File: src/rtl/apb_master_bridge_if.sv
// CPU-side request/response and APB bus signals of the APB master bridge.
// The master modport is the bridge's view; the slave modport is the view of
// whatever drives the CPU requests and the APB slave responses.
interface apb_master_bridge_if #(
    parameter int NUM_SLV = 4
);
    // CPU side
    logic                     req;
    logic                     we;
    logic [31:0]              addr;
    logic [31:0]              wdata;
    logic [31:0]              rdata;
    logic                     ready;
    logic                     err;

    // APB side
    logic [31:0]              PADDR;
    logic                     PWRITE;
    logic                     PENABLE;
    logic [31:0]              PWDATA;
    logic [NUM_SLV-1:0]       PSEL;
    logic [32*NUM_SLV-1:0]    PRDATA;
    logic [NUM_SLV-1:0]       PREADY;

    modport master (
        input  req, we, addr, wdata, PRDATA, PREADY,
        output rdata, ready, err, PADDR, PWRITE, PENABLE, PWDATA, PSEL
    );

    modport slave (
        output req, we, addr, wdata, PRDATA, PREADY,
        input  rdata, ready, err, PADDR, PWRITE, PENABLE, PWDATA, PSEL
    );
endinterface

File: src/rtl/apb_master_bridge.sv
// APB master bridge: turns single-cycle CPU load/store requests into APB
// SETUP/ACCESS transfers, decodes the address into a one-hot PSEL and returns
// the selected slave's PRDATA with a one-cycle ready pulse.
// Optional feature: define APB_TIMEOUT_EN to add an ACCESS-phase timeout
// (parameter TIMEOUT_CYC) that aborts a stalled transfer with err=1 and
// rdata=32'hDEAD_BEEF. Without the macro ACCESS waits indefinitely.
module apb_master_bridge #(
    parameter int          NUM_SLV   = 4,
    parameter logic [31:0] BASE_ADDR = 32'h1000_0000,
    parameter int          SLOT_BITS = 12
`ifdef APB_TIMEOUT_EN
    ,
    parameter int          TIMEOUT_CYC = 16
`endif
) (
    input  logic                PCLK,
    input  logic                PRESET,
    apb_master_bridge_if.master bus
);

    typedef enum logic [1:0] {
        IDLE   = 2'd0,
        SETUP  = 2'd1,
        ACCESS = 2'd2
    } state_t;

    state_t             state_q;
    logic [31:0]        paddr_q;
    logic [31:0]        pwdata_q;
    logic               pwrite_q;
    logic               penable_q;
    logic [NUM_SLV-1:0] psel_q;
    logic [31:0]        rdata_q;
    logic               ready_q;
    logic               err_q;

`ifdef APB_TIMEOUT_EN
    localparam int CNT_W = (TIMEOUT_CYC > 1) ? $clog2(TIMEOUT_CYC) : 1;
    logic [CNT_W-1:0]   tmo_cnt_q;
`endif

    logic [3:0]         slot_d;
    logic               hit_d;
    logic [NUM_SLV-1:0] slot_oh_d;
    logic               pready_sel;
    logic [31:0]        prdata_sel;

    // Address decode of the incoming CPU request: window hit and one-hot slot.
    always_comb begin
        slot_d    = bus.addr[SLOT_BITS+3:SLOT_BITS];
        hit_d     = (bus.addr[31:16] == BASE_ADDR[31:16]) &&
                    ({1'b0, slot_d} < 5'(NUM_SLV));
        slot_oh_d = '0;
        for (int i = 0; i < NUM_SLV; i++) begin
            if (slot_d == 4'(i)) begin
                slot_oh_d[i] = 1'b1;
            end
        end
    end

    // Response mux: the registered one-hot PSEL picks the slave's PREADY/PRDATA,
    // so PREADY of unselected slaves can never complete a transfer.
    always_comb begin
        pready_sel = |(bus.PREADY & psel_q);
        prdata_sel = '0;
        for (int i = 0; i < NUM_SLV; i++) begin
            if (psel_q[i]) begin
                prdata_sel = prdata_sel | bus.PRDATA[32*i +: 32];
            end
        end
    end

    // Transfer FSM with registered APB and CPU-response outputs.
    always_ff @(posedge PCLK) begin
        if (PRESET) begin
            state_q   <= IDLE;
            paddr_q   <= '0;
            pwdata_q  <= '0;
            pwrite_q  <= 1'b0;
            penable_q <= 1'b0;
            psel_q    <= '0;
            rdata_q   <= '0;
            ready_q   <= 1'b0;
            err_q     <= 1'b0;
`ifdef APB_TIMEOUT_EN
            tmo_cnt_q <= '0;
`endif
        end else begin
            // ready is a pulse; any branch that completes re-asserts it.
            ready_q <= 1'b0;
            case (state_q)
                IDLE: begin
                    if (bus.req) begin
                        if (hit_d) begin
                            paddr_q  <= bus.addr;
                            pwdata_q <= bus.wdata;
                            pwrite_q <= bus.we;
                            psel_q   <= slot_oh_d;
                            state_q  <= SETUP;
                        end else begin
                            // Decode miss: answer immediately, no APB cycle.
                            ready_q <= 1'b1;
                            err_q   <= 1'b1;
                            rdata_q <= '0;
                        end
                    end
                end
                SETUP: begin
                    penable_q <= 1'b1;
                    state_q   <= ACCESS;
`ifdef APB_TIMEOUT_EN
                    tmo_cnt_q <= '0;
`endif
                end
                ACCESS: begin
                    if (pready_sel) begin
                        psel_q    <= '0;
                        penable_q <= 1'b0;
                        ready_q   <= 1'b1;
                        err_q     <= 1'b0;
                        if (!pwrite_q) begin
                            rdata_q <= prdata_sel;
                        end
                        state_q   <= IDLE;
                    end
`ifdef APB_TIMEOUT_EN
                    else if (tmo_cnt_q == CNT_W'(TIMEOUT_CYC - 1)) begin
                        // Last allowed ACCESS cycle without PREADY: abort.
                        psel_q    <= '0;
                        penable_q <= 1'b0;
                        ready_q   <= 1'b1;
                        err_q     <= 1'b1;
                        rdata_q   <= 32'hDEAD_BEEF;
                        state_q   <= IDLE;
                    end else begin
                        tmo_cnt_q <= tmo_cnt_q + 1'b1;
                    end
`endif
                end
                default: begin
                    state_q <= IDLE;
                end
            endcase
        end
    end

    assign bus.PADDR   = paddr_q;
    assign bus.PWDATA  = pwdata_q;
    assign bus.PWRITE  = pwrite_q;
    assign bus.PENABLE = penable_q;
    assign bus.PSEL    = psel_q;
    assign bus.rdata   = rdata_q;
    assign bus.ready   = ready_q;
    assign bus.err     = err_q;

endmodule

File: src/flat_wrapper.sv
// flat-port wrapper written by rule: the top's interface ports become plain ports
module apb_master_bridge_flat 
#(
    parameter int          NUM_SLV   = 4,
    parameter logic [31:0] BASE_ADDR = 32'h1000_0000,
    parameter int          SLOT_BITS = 12

)
  (PCLK, PRESET, bus_req, bus_we, bus_addr, bus_wdata, bus_PRDATA, bus_PREADY, bus_rdata, bus_ready, bus_err, bus_PADDR, bus_PWRITE, bus_PENABLE, bus_PWDATA, bus_PSEL);
  apb_master_bridge_if #(.NUM_SLV(NUM_SLV)) bus_i ();
  input  logic PCLK;
  input  logic PRESET;
  input wire logic [$bits(bus_i.req)-1:0] bus_req;
  input wire logic [$bits(bus_i.we)-1:0] bus_we;
  input wire logic [$bits(bus_i.addr)-1:0] bus_addr;
  input wire logic [$bits(bus_i.wdata)-1:0] bus_wdata;
  input wire logic [$bits(bus_i.PRDATA)-1:0] bus_PRDATA;
  input wire logic [$bits(bus_i.PREADY)-1:0] bus_PREADY;
  output wire logic [$bits(bus_i.rdata)-1:0] bus_rdata;
  output wire logic [$bits(bus_i.ready)-1:0] bus_ready;
  output wire logic [$bits(bus_i.err)-1:0] bus_err;
  output wire logic [$bits(bus_i.PADDR)-1:0] bus_PADDR;
  output wire logic [$bits(bus_i.PWRITE)-1:0] bus_PWRITE;
  output wire logic [$bits(bus_i.PENABLE)-1:0] bus_PENABLE;
  output wire logic [$bits(bus_i.PWDATA)-1:0] bus_PWDATA;
  output wire logic [$bits(bus_i.PSEL)-1:0] bus_PSEL;
  assign bus_i.req = bus_req;
  assign bus_i.we = bus_we;
  assign bus_i.addr = bus_addr;
  assign bus_i.wdata = bus_wdata;
  assign bus_i.PRDATA = bus_PRDATA;
  assign bus_i.PREADY = bus_PREADY;
  assign bus_rdata = bus_i.rdata;
  assign bus_ready = bus_i.ready;
  assign bus_err = bus_i.err;
  assign bus_PADDR = bus_i.PADDR;
  assign bus_PWRITE = bus_i.PWRITE;
  assign bus_PENABLE = bus_i.PENABLE;
  assign bus_PWDATA = bus_i.PWDATA;
  assign bus_PSEL = bus_i.PSEL;
  apb_master_bridge #(.NUM_SLV(NUM_SLV), .BASE_ADDR(BASE_ADDR), .SLOT_BITS(SLOT_BITS)) u_core (.PCLK(PCLK), .PRESET(PRESET), .bus(bus_i));
endmodule
File: config.mk
export PLATFORM = sky130hd
export DESIGN_NAME = apb_master_bridge_flat
export DESIGN_NICKNAME = d
export VERILOG_FILES = /design/src/rtl/apb_master_bridge_if.sv /design/src/rtl/apb_master_bridge.sv /design/src/flat_wrapper.sv
export SDC_FILE = /design/constraint.sdc
export NUM_CORES = 1
export LEC_CHECK = 0
export CORE_ASPECT_RATIO = 0.75
export CORE_MARGIN = 2
export CORE_UTILIZATION = 40
export DETAILED_ROUTE_END_ITERATION = 7
export HOLD_SLACK_MARGIN = 0.12
export MAX_ROUTING_LAYER = met4
export PLACE_DENSITY = 0.86
export SLEW_MARGIN = 20
export SYNTH_ARGS = -nofsm -noshare
export SYNTH_HDL_FRONTEND = slang
export SYNTH_SLANG_ARGS = --single-unit
File: constraint.sdc
create_clock -name PCLK -period 4.8 [get_ports PCLK]
set_input_delay 0.96 -clock PCLK [delete_from_list [all_inputs] [get_ports PCLK]]
set_output_delay 0.96 -clock PCLK [all_outputs]
set_load 0.02 [all_outputs]
* Word level (Yosys, flattened, before mapping)
Cells that the tools add are included.
Operators by class: add/sub/neg operators 0, multipliers 0, div/mod/pow operators 0, magnitude comparators 1, equality and inequality tests 11, shift operators 0, multiplexer cells 30, bitwise gates (word level) 4, reduce and logical (&&, ||, !) cells 12
Operator list (number):
- $mux W32 | 8
- $or A32 B32 Y32 | 3
- $pmux W32 S2 | 1
- $eq A16 B13 Y1 const B | 1
- $mux W4 | 3
- $mux W1 | 10
- $eq A4 B2 Y1 const B | 2
- $pmux W4 S2 | 1
- $reduce_and A4 Y1 | 2
- $mux W2 | 3
- $ne A2 B2 Y1 const B | 3
- $pmux W1 S2 | 3
- $pmux W2 S3 | 1
- $reduce_and A3 Y1 | 2
- $reduce_and A5 Y1 | 1
- $and A4 B4 Y4 | 1
- $eq A4 B1 Y1 const B | 1
- $logic_not A4 Y1 | 1
- $lt A4 B3 Y1 const B | 1
- $ne A2 B1 Y1 const B | 2
- $reduce_bool A2 Y1 | 2
- $reduce_or A4 Y1 | 1
- $eq A2 B1 Y1 const B | 1
- $eq A2 B2 Y1 const B | 1
- other kinds (3) | 3
Storage, ports and cells: flip-flop bits (word level) 106, latch bits 0, memory bits (writable) 0, bits in read-only memories 0, input port bits 200, output and inout port bits 104, word-level logic and storage cells 67, memories kept 0

* Longest topological paths before layout
Gate-level depths: netlist of the first run.
depth after elaboration 10, depth in mapped cells 7, depth with buffers taken out 4

* Worst setup path before layout of the first run
No wires, ideal clock.
kind input-to-reg, start point input port bus_PREADY[3], end point register u_core.rdata_q[0] (netlist: u_core.bus.rdata[0]), setup time 0.121 ns, arrival 2.358 ns, required time 4.679 ns, path slack 2.321 ns, stages on the path 5, path buffers 1, cell sequence a22o_1 -> or2_1 -> a221oi_4 -> buf_6 -> mux2_4
On the way: word-level cells in the longest chain between the ends 4
RTL lines:
- from (decl) | RTL line flat_wrapper.sv:18 | input wire logic [$bits(bus_i.PREADY)-1:0] bus_PREADY;
- $and A4 B4 Y4 | RTL line apb_master_bridge.sv:64 | pready_sel = |(bus.PREADY & psel_q);
- $reduce_or A4 Y1 | RTL line apb_master_bridge.sv:64
- $ne A2 B1 Y1 (no line)
- $reduce_and A5 Y1 (no line)
- to (signal assigned) | RTL line apb_master_bridge.sv:122 | rdata_q <= prdata_sel;
- to (decl) | RTL line apb_master_bridge.sv:33 | logic [31:0] rdata_q;
No other way between the ends. A chain may end at the register's enable or synchronous reset.

* Worst setup path after layout of the first run
start point input port bus_addr[20], end point register u_core.psel_q[2] (netlist: u_core.bus.PSEL[2])
On the way: word-level cells in the longest chain between the ends 4
RTL lines:
- from (decl) | RTL line flat_wrapper.sv:15 | input wire logic [$bits(bus_i.addr)-1:0] bus_addr;
- $eq A16 B13 Y1 | RTL line apb_master_bridge.sv:51 | hit_d = (bus.addr[31:16] == BASE_ADDR[31:16]) &&
- $logic_and A1 B1 Y1 | RTL line apb_master_bridge.sv:51
- $ne A2 B1 Y1 (no line)
- $reduce_and A4 Y1 (no line)
- to (signal assigned) | RTL line apb_master_bridge.sv:98 | psel_q <= slot_oh_d;
- to (decl) | RTL line apb_master_bridge.sv:32 | logic [NUM_SLV-1:0] psel_q;
No other way between the ends.

==> metrics.yaml, run 1 <==
pwr-share-seq_pct: 47.1
fillers: 929
vias: 5346
synth_seq_cells: 106
fin_setup_tns_ps: 0
worst_ep_required_time_ps: 5060
syn_area_um2: 4970
synth_top_area_share_pct: 42.7
synth_area_leaders: "dfxtp_1 (43%), a22oi_1 (9.7%), mux2_4 (9.1%), a21oi_1 (8.0%), nand4_1 (5.9%)"
clkPwrFrac_pct: 41.1
hold-path-endpoint: "u_core.bus.PWDATA[22]"
startpoint_type: "input pin"
cts_resized: 0
p_int_mw: 1.46
holdWs_ps: 475
routed_wl_mm: 18.1
wire_per_inst_um: 18.6
synthCells: 540
die_h_um: 101
top_layer: "met4"
cts_hold_buffers: 0
ir_worst_vdd_v: 0.000172
ys_seq_area_share_pct: 42.7
ys_types: 37
drc: 0
rr_worst_depth: 6
antenna_found_initial: 1
ys.flop_type: "dfxtp_1"
row_count: 35
area_growth_pct: 67.6
clock.fmax_mhz: 312
numCtsBuffers: 9
final-setup-viol-count: 0
yosysWarningCount: 0
netlist.top_cell.by_area: "dfxtp_1"
via_per_inst: 5.49
async_flop_share_pct: 0
power_mw: 1.87
switching_share_pct: 21.8
power.density_nw_per_um2: 224
min_path_cells: 2
worst_slew_pin_slew_ps: 1120
start_util_pct: 40.7
place_congestion: 0.827
power_leakage_nw: 2.74
synth_edf_count: 0
r2r_setup_slack_ps: 2280
drtIter0Drc: 387
cts.sinks: 106
drive_gt1_share_pct: 7.57
fp.dieW_um: 133
rr_startpoint: "u_core.bus.PSEL[2]"
portBuffers: 303
grt_max_degree: 109
max-slew-margin-rel_pct: 25.2
die_area_um2: 13300
rsz0062_at_grt: "no"
grt.overflow.total: 0
synth_nets: 740
skew_ps: 10.1
hold_start: "u_core.bus.PWDATA[22]"
htreeDepth: 3
maxCapViolations: 0
met1Wirelength_mm: 7.27
finalHoldViolCount: 0
io_pins: 304
clkTransAtPathRegs_ps: 70
crit_arrival_ps: 3470
crit_path_max_incr_delay_ps: 820
cts_buffer_depth: 2
grt_pass1_wl_mm: 28.0
cts_tree: "built"
slew_violations: 0
p_sw_mw: 0.407
combPwrFrac_pct: 11.8
final_cell_mix: "clkdlybuf4s50_1 (302), dfxtp_1 (106), a21oi_1 (79)"
ant_nets: 0
insertion_delay_ps: 340
fin_crit_ps: 3210
min_path_type: "reg -> reg"
finalCritPeriodShare_pct: 66.9
dp_hpwl_mm: 13.0
core_area_um2: 12200
grt_use_total_pct: 27.1
endpoint_kind: "register"
met2WireLength_mm: 9.03
crit_fanout: 50
first_pass_iters: 7
mostFrequentLayoutCell: "clkdlybuf4s50_1"
layout.nets: 1001
status: "finished, final reports clean"
crit_chain: "clkdlybuf4s50_1, nor4_1, and4_1, buf_4, and3_1, mux2i_1"
avgSynthCellArea_um2: 9.21
routed-wl-met3_mm: 1.32
reg2reg_to: "u_core.bus.rdata[11]"
postCtsSetupRepairBufs: 0
worstSetupPathType: "in -> reg"
cts-root-buf: "clkbuf_16"
cpMaxStageDelayCell: "and3_1"
first_global_vias: 5424
==> layer usage <==
metal | vias to the layer above | GRT usage (%)
met5 | - | -
met1 | 2499 | 31.0
li1 | 2540 | -
met4 | 0 | 8.93
met2 | 275 | 46.9
met3 | 32 | 6.74
==> logic make-up (layout without fill, tap and decap cells) <==
family	after synthesis	in the layout	share of synthesized area (%)
AOI/OAI and AO/OA	204	204	24.9
and+or+nand+nor	128	128	16.2
DFF	106	106	42.7
buffers and inverters	66	332	5.86
muxes	36	36	10.3
other	0	1	0
==> through the flow <==
step | area [um2] | std cells | worst slack, ps | util, %
2_1_floorplan | 4970 | 540 | 2320 | -
3_5_place_dp | 8020 | 956 | 1260 | 65.6
5_1_grt | 8330 | 973 | 1450 | 68.2
4_1_cts | 8330 | 972 | 1600 | 68.2
3_3_place_gp | 8010 | 956 | 1350 | 65.6
6_report | 8330 | 973 | 1590 | 68.2
==> cell usage after synthesis, types with 3 or more instances <==
cell type    n
dfxtp_1    106
a21oi_1     79
a22oi_1     64
clkbuf_1    48
nand4_1     47
nor2b_1     36
mux2_4      30
o21ai_0     30
o21ai_1     19
nor3b_1     17
buf_2        8
nor2_1       5
buf_6        4
mux2i_1      4
nand2_1      4
nand3b_1     4
a211oi_1     3
buf_1        3
nand3_1      3
nor4_1       3
==> worst max path at each step <==
stage,startpoint,end,slack [ps],cells past startpoint
floorplan,bus_PREADY[3],u_core.bus.rdata[0],2320,5
global placement,bus_addr[20],u_core.bus.PADDR[13],1350,6
detailed placement,bus_addr[20],u_core.bus.PSEL[2],1260,6
CTS,bus_addr[20],u_core.bus.PSEL[2],1600,6
global route,bus_addr[21],u_core.bus.PSEL[2],1450,6
finish,bus_addr[20],u_core.bus.PSEL[2],1590,6
==> registers in the layout, indices dropped and copies added (netlist names) <==
register	flops
u_core.bus.ready	1
u_core.bus.PSEL	4
u_core.state_q	2
u_core.bus.PWDATA	32
u_core.bus.PADDR	32
u_core.bus.rdata	32
u_core.bus.PENABLE	1
u_core.bus.err	1
u_core.bus.PWRITE	1
==> critical path: cells and delay by family <==
family                 cells  cell delay, ps
muxes                      1             290
and+or+nand+nor            3            1400
buffers and inverters      2             810
==> area by class of cell <==
type	instances	area [um2]	share of cell area (%)
antenna	1	2.50	0.0300
inverter	2	7.51	0.0901
sequential	106	2120	25.5
clock buffer	10	239	2.87
multi-input combinational	368	2570	30.8
tap	166	208	2.49
timing repair buffer	314	3110	37.4
clock inverter	6	71.3	0.856
==> power by group through the flow <==
stage	sequential, mW	clock, mW	combinational (mW)
after floorplan	0.902	0	0.0401
after global placement	0.901	0	0.215
after detailed placement	0.901	0	0.219
after CTS	0.880	0.783	0.220
after global routing	0.880	0.817	0.231
final	0.880	0.767	0.220
(Power assumes the default switching activity.)
==> run 2: changes to the inputs <==
--- a/config.mk
+++ b/config.mk
@@ -7,11 +7,11 @@
 export LEC_CHECK = 0
 export CORE_ASPECT_RATIO = 0.75
 export CORE_MARGIN = 2
-export CORE_UTILIZATION = 40
+export CORE_UTILIZATION = 34
 export DETAILED_ROUTE_END_ITERATION = 7
 export HOLD_SLACK_MARGIN = 0.12
 export MAX_ROUTING_LAYER = met4
-export PLACE_DENSITY = 0.86
+export PLACE_DENSITY = 0.78
 export SLEW_MARGIN = 20
 export SYNTH_ARGS = -nofsm -noshare
 export SYNTH_HDL_FRONTEND = slang
==> constraint.sdc (replaced) <==
create_clock -name PCLK -period 2.65 [get_ports PCLK]
set_input_delay 0.53 -clock PCLK [delete_from_list [all_inputs] [get_ports PCLK]]
set_output_delay 0.53 -clock PCLK [all_outputs]
set_load 0.02 [all_outputs]
==> run 2 against run 1 <==
Global-route usage decreased by 4.4 points. Highest routed layer unchanged. Combinational power grew 83%. Sequential cell count stayed put. Design area rose by 2.7%. Hold slack worse by 4.4 ps. Count of clock-buffer cells in the layout fell by 1. Non-clock buffer count is 10 higher. Critical path depth decreased by 4. Utilization decreased by 8.6 points. Die area grew 17%. Register-to-register slack lost 1600 ps.
==> metrics.yaml, run 2 (synthesis results as in run 1) <==
status: "finished, final reports clean"
cts.sinks: 106
htreeDepth: 3
final-setup-viol-count: 0
worst_slew_pin_slew_ps: 487
portBuffers: 303
start_util_pct: 34.6
crit_fanout: 34
multi_input_area_um2: 2570
fillers: 1277
finalHoldViolCount: 0
fin_setup_tns_ps: 0
wire_per_inst_um: 17.7
min_path_type: "reg -> reg"
die_area_um2: 15600
seq_area_um2: 2120
first_global_vias: 5196
antenna_found_initial: 0
crit_chain: "buf_4, clkdlybuf4s50_1"
r2r_setup_slack_ps: 660
drtIter0Drc: 390
slew_violations: 0
routed_wl_mm: 17.9
power_leakage_nw: 2.83
postCtsSetupRepairBufs: 0
layout.nets: 1011
clock.fmax_mhz: 431
grt_max_degree: 109
crit_arrival_ps: 1790
drc: 0
cts_buffer_depth: 2
insertion_delay_ps: 340
core_area_um2: 14400
final_cell_mix: "clkdlybuf4s50_1 (302), dfxtp_1 (106), a21oi_1 (79)"
power.density_nw_per_um2: 414
clkTransAtPathRegs_ps: 70
cts_hold_buffers: 0
max-slew-margin-rel_pct: 67.5
endpoint_kind: "output port"
mostFrequentLayoutCell: "clkdlybuf4s50_1"
cts-root-buf: "clkbuf_16"
first_pass_iters: 5
io_pins: 304
worstSetupPathType: "reg -> out"
design_area_um2: 8560
die_h_um: 109
place_congestion: 0.877
dp_hpwl_mm: 12.9
grt_pass1_wl_mm: 27.3
vias: 5302
area_growth_pct: 72.2
row_count: 38
maxCapViolations: 0
fp.dieW_um: 144
startpoint_type: "register"
rsz0062_at_grt: "no"
ir_worst_vdd_v: 0.000310
grt.overflow.total: 0
place_area_um2: 8210
worst_ep_required_time_ps: 2120
skew_ps: 8.34
finalCritPeriodShare_pct: 87.5
via_per_inst: 5.22
antenna_cells: 0
fin_crit_ps: 2320
power_mw: 3.54
grt_use_total_pct: 22.7
drive_gt1_share_pct: 8.82
numCtsBuffers: 9
ant_nets: 0
cts_tree: "built"
cts_resized: 0
crit_path_max_incr_delay_ps: 690
cpMaxStageDelayCell: "clkdlybuf4s50_1"
==> run 2: through the flow <==
stage | setup WS, ps | util, % | cells | hold WS, ps
floorplan | 601 | - | 540 | 509
global placement | 44.0 | 57.2 | 1000 | 453
detailed placement | -16.4 | 57.2 | 1000 | 465
CTS | 325 | 59.6 | 1016 | 474
global route | 241 | 59.6 | 1016 | 489
finish | 331 | 59.6 | 1016 | 471
==> run 2: path summary, 6_finish.rpt <==
path / from / end / cells past startpoint
max reg2reg: u_core.bus.PSEL[3] / u_core.bus.rdata[11] / 5
max: u_core.bus.PSEL[2] / bus_PSEL[2] / 2
min: u_core.bus.PADDR[8] / u_core.bus.PADDR[8] / 2
min reg2reg: u_core.bus.PADDR[8] / u_core.bus.PADDR[8] / 2
==> run 2: area by class of cell <==
type	count	area share (%)
inverter	2	0.0877
sequential	106	24.8
timing repair buffer	324	38.1
clock inverter	7	1.45
multi-input combinational	368	30.0
clock buffer	9	2.63
tap	200	2.92
==> run 2: routing by layer <==
metal	GRT usage, %	up-vias	wire length [um]
met3	5.97	32	1450
met1	28.7	2493	7820
met2	36.0	219	8260
met5	-	-	0
li1	-	2558	-
met4	6.37	0	394
==> run 2: report_power, final <==
| group | switching [mW] | internal (mW) | leakage, nW |
|---|---|---|---|
| Combinational | 0.115 | 0.287 | 1.81 |
| Sequential | 0.000962 | 1.59 | 0.854 |
| Clock | 0.613 | 0.933 | 0.167 |
| Total | 0.729 | 2.81 | 2.83 |
==> run 2: critical path, delay by kind of cell, from the launching register on <==
| family | cells | cell delay (ps) |
|---|---|---|
| buf+inv | 2 | 1080 |
| flops | 1 | 370 |
